$ cat config.mk
export PLATFORM = sky130hd
export DESIGN_NAME = gust_schedule_feeder
export DESIGN_NICKNAME = d
export VERILOG_FILES = /design/src/rtl/gust_pkg.sv /design/src/rtl/gust_schedule_ram.sv /design/src/rtl/gust_schedule_feeder.sv
export SDC_FILE = /design/constraint.sdc
export NUM_CORES = 2
export LEC_CHECK = 0
export ABC_AREA = 1
export CAP_MARGIN = 10
export CORE_UTILIZATION = 35
export DETAILED_ROUTE_END_ITERATION = 12
export DONT_BUFFER_PORTS = 1
export PLACE_DENSITY = 0.5
export SLEW_MARGIN = 20
export SYNTH_ARGS = -nofsm -noshare
export SYNTH_HDL_FRONTEND = slang
export SYNTH_SLANG_ARGS = --single-unit
$ cat constraint.sdc
create_clock -name clk -period 6.6 [get_ports clk]
set_input_delay 0.99 -clock clk [delete_from_list [all_inputs] [get_ports clk]]
set_output_delay 0.99 -clock clk [all_outputs]
set_load 0.02 [all_outputs]
$ cat src/rtl/gust_pkg.sv
// Shared definitions for the GUST SpMV datapath: feeder FSM states,
// slot width and per-field bit offsets within a packed schedule slot.
// Slot packing, LSB first: val, vec_val, ind, signals (lane 0 in LSBs).
package gust_pkg;

  typedef enum logic [1:0] {
    IDLE   = 2'd0,
    START  = 2'd1,
    STREAM = 2'd2,
    DONE   = 2'd3
  } state_e;

  // Width of one packed slot.
  function automatic int unsigned slot_width(input int unsigned n,
                                             input int unsigned vs,
                                             input int unsigned is);
    return n * (2 * vs + is + 1);
  endfunction

  function automatic int unsigned val_off();
    return 0;
  endfunction

  function automatic int unsigned vec_val_off(input int unsigned n,
                                              input int unsigned vs);
    return n * vs;
  endfunction

  function automatic int unsigned ind_off(input int unsigned n,
                                          input int unsigned vs);
    return 2 * n * vs;
  endfunction

  function automatic int unsigned sig_off(input int unsigned n,
                                          input int unsigned vs,
                                          input int unsigned is);
    return 2 * n * vs + n * is;
  endfunction

endpackage

$ cat src/rtl/gust_schedule_ram.sv
// Schedule buffer: DEPTH x W register array, synchronous write,
// combinational read, no reset.
// Ports: clk, wr_en_i/wr_addr_i/wr_data_i (write), rd_addr_i/rd_data_o (read).
module gust_schedule_ram #(
  parameter int unsigned DEPTH = 16,
  parameter int unsigned AW    = $clog2(DEPTH),
  parameter int unsigned W     = 136
) (
  input  logic          clk,
  input  logic          wr_en_i,
  input  logic [AW-1:0] wr_addr_i,
  input  logic [W-1:0]  wr_data_i,
  input  logic [AW-1:0] rd_addr_i,
  output logic [W-1:0]  rd_data_o
);

  logic [W-1:0] mem_q [DEPTH];

  always_ff @(posedge clk) begin
    if (wr_en_i) mem_q[wr_addr_i] <= wr_data_i;
  end

  assign rd_data_o = mem_q[rd_addr_i];

endmodule

$ cat src/rtl/gust_schedule_feeder.sv
// Schedule feeder for the GUST SpMV core: holds a schedule of packed slots
// and, on go, issues a start pulse, streams the slots one per cycle (hold
// inserts bubbles), then pulses done. All outputs are registered.
// Ports: clk, rst (async, active-high); wr_en/wr_addr/wr_data (load slots,
// ignored while busy); len/go (launch stream); hold (stall); busy/done/start
// (status); val/vec_val/ind/signals (slot fields to main).
module gust_schedule_feeder
  import gust_pkg::*;
#(
  parameter int unsigned N          = 2,
  parameter int unsigned value_size = 32,
  parameter int unsigned index_size = 3,
  parameter int unsigned DEPTH      = 16,
  parameter int unsigned AW         = $clog2(DEPTH),
  parameter int unsigned W          = slot_width(N, value_size, index_size)
) (
  input  logic                    clk,
  input  logic                    rst,
  input  logic                    wr_en,
  input  logic [AW-1:0]           wr_addr,
  input  logic [W-1:0]            wr_data,
  input  logic [AW:0]             len,
  input  logic                    go,
  input  logic                    hold,
  output logic                    busy,
  output logic                    done,
  output logic                    start,
  output logic [N*value_size-1:0] val,
  output logic [N*value_size-1:0] vec_val,
  output logic [N*index_size-1:0] ind,
  output logic [N-1:0]            signals
);

  localparam int unsigned VAL_OFF = val_off();
  localparam int unsigned VEC_OFF = vec_val_off(N, value_size);
  localparam int unsigned IND_OFF = ind_off(N, value_size);
  localparam int unsigned SIG_OFF = sig_off(N, value_size, index_size);

  state_e       state_q, state_d;
  logic [AW:0]  ptr_q, ptr_d;
  logic [AW:0]  len_q, len_d;
  logic [W-1:0] slot_q, slot_d;
  logic         start_q, start_d;
  logic         done_q, done_d;
  logic         busy_q, busy_d;
  logic [W-1:0] rd_data;

  // Schedule is frozen while a stream is in flight.
  gust_schedule_ram #(
    .DEPTH (DEPTH),
    .AW    (AW),
    .W     (W)
  ) u_ram (
    .clk       (clk),
    .wr_en_i   (wr_en && !busy_q),
    .wr_addr_i (wr_addr),
    .wr_data_i (wr_data),
    .rd_addr_i (ptr_q[AW-1:0]),
    .rd_data_o (rd_data)
  );

  // Next-state and next-output logic.
  always_comb begin
    state_d = state_q;
    ptr_d   = ptr_q;
    len_d   = len_q;
    busy_d  = busy_q;
    start_d = 1'b0;
    done_d  = 1'b0;
    slot_d  = '0;
    unique case (state_q)
      IDLE: begin
        busy_d = 1'b0;
        if (go) begin
          busy_d = 1'b1;
          if (len == '0) begin
            state_d = DONE;
            done_d  = 1'b1;
          end else begin
            state_d = START;
            start_d = 1'b1;
            ptr_d   = '0;
            len_d   = (len > (AW+1)'(DEPTH)) ? (AW+1)'(DEPTH) : len;
          end
        end
      end
      // Slot 0 always follows start directly; hold is not sampled here.
      START: begin
        state_d = STREAM;
        slot_d  = rd_data;
        ptr_d   = ptr_q + (AW+1)'(1);
      end
      STREAM: begin
        if (ptr_q >= len_q) begin
          state_d = DONE;
          done_d  = 1'b1;
        end else if (!hold) begin
          slot_d = rd_data;
          ptr_d  = ptr_q + (AW+1)'(1);
        end
      end
      DONE: begin
        state_d = IDLE;
        busy_d  = 1'b0;
      end
      default: begin
        state_d = IDLE;
        busy_d  = 1'b0;
      end
    endcase
  end

  always_ff @(posedge clk or posedge rst) begin
    if (rst) begin
      state_q <= IDLE;
      ptr_q   <= '0;
      len_q   <= '0;
      slot_q  <= '0;
      start_q <= 1'b0;
      done_q  <= 1'b0;
      busy_q  <= 1'b0;
    end else begin
      state_q <= state_d;
      ptr_q   <= ptr_d;
      len_q   <= len_d;
      slot_q  <= slot_d;
      start_q <= start_d;
      done_q  <= done_d;
      busy_q  <= busy_d;
    end
  end

  assign busy    = busy_q;
  assign done    = done_q;
  assign start   = start_q;
  assign val     = slot_q[VAL_OFF +: N*value_size];
  assign vec_val = slot_q[VEC_OFF +: N*value_size];
  assign ind     = slot_q[IND_OFF +: N*index_size];
  assign signals = slot_q[SIG_OFF +: N];

endmodule

[Word-level counts from Yosys, hierarchy flattened]
Memory sizes are Yosys's and may differ from the RTL's.
Index checks and enable logic that the tools add are counted.
W data, S select, Z words.
Storage, ports and cells
  flip-flop bits (word level): 151
  bits in latches: 0
  bits in writable memories: 2176
  memory bits (read-only): 0
  input port bits: 150
  output and inout port bits: 139
  word-level logic and storage cells: 53
  memories kept: 1
Memories
  u_ram.mem_q: depth 16, width 136, rd ports 1, clocked after Yosys merged registers in 0, write ports 1, RTL line gust_schedule_ram.sv:17  | logic [W-1:0] mem_q [DEPTH];
Operators by class
  add/sub/neg operators: 1
  multiply operators: 0
  div/mod/pow operators: 0
  order comparisons: 2
  eq/ne operators: 8
  shift operators: 0
  mux-type cells: 24
  bitwise logic cells: 1
  reductions and logical operators: 9
Operator list (count)
  $mux W136: 2
  $pmux W136 S2: 1
  $mux W5: 5
  $pmux W5 S3: 1
  $ne A2 B2 Y1 const B: 5
  $mux W1: 9
  $pmux W2 S4: 1
  $mux W2: 3
  $add A5 B1 Y5 const B: 1
  $ge A5 B5 Y1: 1
  $gt A5 B5 Y1 const B: 1
  $logic_not A5 Y1: 1
  $reduce_and A5 Y1: 1
  $eq A2 B2 Y1 const B: 2
  $pmux W1 S2: 2
  $reduce_and A3 Y1: 1
  $reduce_bool A3 Y1: 1
  $eq A2 B1 Y1 const B: 1
  $logic_not A2 Y1: 1
  $reduce_and A2 Y1: 1
  $reduce_bool A2 Y1: 1
  $logic_and A1 B1 Y1: 1
  $logic_not A1 Y1: 1
  $not A1 Y1: 1

[Logic depth before layout (Yosys ltp)]
  depth in word-level cells: 4
  gate-level depth with buffers: 15

[Cells and area by module]
A second synthesis with hierarchy kept.
Second synthesis, totals
  cell total of the unflattened synthesis: 8703
  area total of the unflattened synthesis: 96028.3 um^2
By module, submodules not included
  gust_schedule_ram: times used 1, cells an instance 8128, area each 90125.2 um^2
  gust_schedule_feeder: times used 1, cells an instance 575, area each 5903.2 um^2

[Worst setup path before layout]
OpenSTA, ideal clock, no wires.
  path type: input -> register
  from: input port wr_en
  to: memory u_ram.mem_q[10][0] (enable)
  library setup time: 0.634 ns
  data arrival time: 7.003 ns
  data required time: 5.966 ns
  slack: -1.037 ns
  cell stages on the path: 4
  buffers on the path: 0
  cell sequence: inv_1 nor2_1 nand3b_1 nor2_1
On the way
  cells in the longest elaborated chain, start to end: 3
Ends and longest elaborated chain
  start: declaration: RTL line gust_schedule_feeder.sv:19  | input logic wr_en,
  $logic_and A1 B1 Y1: RTL line gust_schedule_feeder.sv:55  | .wr_en_i (wr_en && !busy_q),
  $mux W1: RTL line gust_schedule_ram.sv:20  | if (wr_en_i) mem_q[wr_addr_i] <= wr_data_i;
  $mux W1 (not written as such): RTL line gust_schedule_ram.sv:20
  end: declaration: RTL line gust_schedule_ram.sv:17
No other way between the ends.

[Final worst setup path]
  from: register ptr_q[0]
  to: register slot_q[7]
On the way
  cells in the longest elaborated chain, start to end: 4
  elaborated cells between the ends (all ways): 5
  those cells by class: 1 x order compare; 3 x mux; 1 x memory
Ends and longest elaborated chain
  start: declaration: RTL line gust_schedule_feeder.sv:40  | logic [AW:0] ptr_q, ptr_d;
  start signal: assignment: RTL line gust_schedule_feeder.sv:124  | ptr_q <= ptr_d;
  $mem_v2 Z16 W136
  $mux W136: RTL line gust_schedule_feeder.sv:97  | end else if (!hold) begin
  $mux W136: RTL line gust_schedule_feeder.sv:94  | if (ptr_q >= len_q) begin
  $pmux W136 S2 *: RTL line gust_schedule_feeder.sv:71  | unique case (state_q)
  net slot_d[7]: RTL line gust_schedule_feeder.sv:42  | logic [W-1:0] slot_q, slot_d;
  end signal: assignment: RTL line gust_schedule_feeder.sv:126  | slot_q <= slot_d;
  end: declaration: RTL line gust_schedule_feeder.sv:42
The timed path passes the listed nets; every way through them passes the cells marked *.
A chain may end at the register's enable or synchronous reset.

==> out/qor.yml <==
sta:
  worst-slew-pin-transition_ns: 1.46
  relSlewSlack_pct: 2.71
  finalCritPeriodShare_pct: 56.6
  fin_crit_ns: 3.73
  fmax_mhz: 268
  hold_viol: 0
  maxSlewViolCount: 0
  setup_viol: 0
  rsz0062_at_grt: "false"
  skew_ns: 0.0603
  finalWorstSetupSlack_ns: 2.87
  tns_ns: 0
  hold_ws_ns: 0.140
critical_path:
  critPathLaunch: "ptr_q[0]$_DFFE_PP0P_"
  cp_max_fo: 173
  critPathKind: "flip-flop to flip-flop"
  startpoint_type: "flip-flop"
  crit_arrival_ns: 4.54
  r2r-start: "ptr_q[0]$_DFFE_PP0P_"
  endpoint_kind: "flip-flop"
  required_ns: 7.41
worst_hold_path:
  hold_start: "wr_data[0]"
  hold_class: "primary input to flip-flop"
clock_network:
  cts_sinks: 2327
  cts_root_buffer: "clkbuf_16"
  htreeDepth: 5
  cts_buffer_depth: 4
  cts_tree: "done"
  cts_made_buffers: 276
  clkLatencyLatePin_ns: 0.94
  clkTransAtPathRegs_ns: 0.06
  post-cts-setup-buffers: 0
finish:
  drive_gt1_share_pct: 5.61
  fin_cells: 12100
  fillers: 25100
  utilization_pct: 40.0
  fin_area_sq_um: 106000
  final_common_cell: "nand2_1"
  area_growth_pct: 13.2
  final_cell_mix: "2,351 x nand2_1, 2,176 x edfxtp_1, 1,638 x nor2_1, 568 x inv_1, 546 x o21ai_0"
  layout.nets: 8557
synthesis:
  synth_top_family_by_area: "simple AND/OR/NAND/NOR gates"
  postSynthCellCount: 8487
  syn-num-nets: 8647
  syn_avg_cell_area_sq_um: 11.1
  yosysSeqAreaShare_pct: 73.5
  ys_types: 22
  synth-simple-area-share_pct: 18.2
  muxShareOfSynthArea_pct: 0
  syn_area_sq_um: 94000
  synth_fa_ha_area_share_pct: 0.133
  ys_warn_count: 0
  synth_xor_area_share_pct: 0.00931
  synth-compound-area-share_pct: 3.72
  ys_ff_latch: 2327
global_route:
  grtUsageMet2_pct: 30.5
  grt_pass1_wl_um: 381000
  antenna_found_initial: 8
  grt-busiest-layer: "met2"
  grt_max_degree: 209
  track_usage_pct: 18.7
  grt_util_met1_pct: 25.1
  overflow: 0
  first_global_vias: 57600
  met3_usage_pct: 4.33
outcome:
  status: "finished, final reports clean"
detailed_routing:
  drtAntennaViolNets: 0
  wl_per_cell_um: 21.1
  drt_pre_antenna_iters: 5
  route.detailed.drc: 0
  drt-initial-drc-count: 4343
  wirelength_um: 256000
  vias: 58300
  via_per_inst: 4.81
placement:
  dp_hpwl_um: 124000
  io_buffer_count: 0
  placed_cells: 11600
  place_congestion: 0.737
  place_ws_ns: 2.69
  place_area_sq_um: 97700
die:
  initial_core_util_pct: 35.3
  num_io_pins: 289
  die_w_um: 520
  num_rows: 189
  die_h_um: 520
  core_sq_um: 266000
  dieArea_sq_um: 271000
power_and_ir_drop:
  leakage_nw: 41.4
  peakVddDrop_uv: 291
  p_total_mw: 41.1
  power.density_nw_per_um2: 386
run:
  drv_cap: 0
## final cells by class
cell class / count / area [sq um] / share of cell area (%)
clock buffer: 393 / 7800 / 7.33
multi-input combinational: 5135 / 20900 / 19.7
inverter: 574 / 2200 / 2.06
clock inverter: 87 / 803 / 0.755
antenna: 2 / 5.00 / 0.00470
timing repair buffer: 83 / 1130 / 1.07
tap: 3533 / 4420 / 4.15
sequential: 2327 / 69100 / 65.0
## cells by family (layout without fill, tap and decap cells)
family	after synthesis	count (layout)
buf+inv	1025	1137
simple gates	4427	4427
other cells	0	2
xor+xnor	1	1
flops	2327	2327
compound gates	697	697
fa+ha+maj	10	10
## flip-flops by register name (all words and copies together), names as in the netlist
register     count
slot_q         136
len_q            5
busy             1
ptr_q            5
done             1
u_ram.mem_q   2176
start            1
state_q          2
## worst paths after layout
kind | endpoint | slack [ns] | depth (start not counted)
min in group asynchronous | slot_q[128]$_DFF_PP0_ | 0.57 | 2
worst min register to register | len_q[4]$_DFFE_PP0P_ | 0.54 | 2
max in group asynchronous | slot_q[83]$_DFF_PP0_ | 4.78 | 4
worst max-delay path | slot_q[7]$_DFF_PP0_ | 2.87 | 11
worst max register to register | slot_q[7]$_DFF_PP0_ | 2.87 | 11
worst min-delay path | u_ram.mem_q[11][0]$_DFFE_PP_ | 0.14 | 0
## routing by layer
metal	part of all wire (%)	vias to the layer above
li1	-	27900
met1	45	28800
met2	47	1362
met3	6.5	322
met4	1.8	0
met5	0	-
## Yosys cell counts
cell type  instances  area share, %
ha_1              10           0.13
buf_1             46           0.18
buf_4             12          0.096
clkbuf_1         206           0.82
a21oi_1          140           0.75
nand2_1         2352            9.4
dfrtp_1          151            4.0
o21ai_1            8          0.043
or2_2              1         0.0067
buf_2            187            1.0
o22ai_1            1         0.0067
o21ai_0          546            2.9
o31ai_1            1         0.0080
nand3_1          414            2.2
edfxtp_1        2176             69
nor2_1          1655            6.6
inv_2              2         0.0080
nand4_1            3          0.020
nand3b_1           2          0.016
inv_1            572            2.3
xor2_1             1         0.0093
a22oi_1            1         0.0080
## worst max-delay path: stages (launching register included)
cell and delay (ns):
dfrtp_4 0.72, inv_8 0.69, buf_12 0.48, buf_4 0.60
nand2_1 0.10, nand2_1 0.08, nand2_1 0.05, nand2_1 0.09
nor2_1 0.05, nor2_1 0.11, nor2_1 0.05, nor2_1 0.08
## report_power, final
group	switching, mW	leakage [nW]	internal, mW
Combinational	6.37	15.6	2.45
Sequential	0.943	21.7	16.8
Clock	5.88	4.21	8.71
Total	13.2	41.4	27.9
## timing repair
item | in CTS | in global routing
endpoints found under the hold margin | 27 | 0
hold buffers | 1 | 0
gates resized for setup | 0 | 0
(Power assumes the default switching activity.)
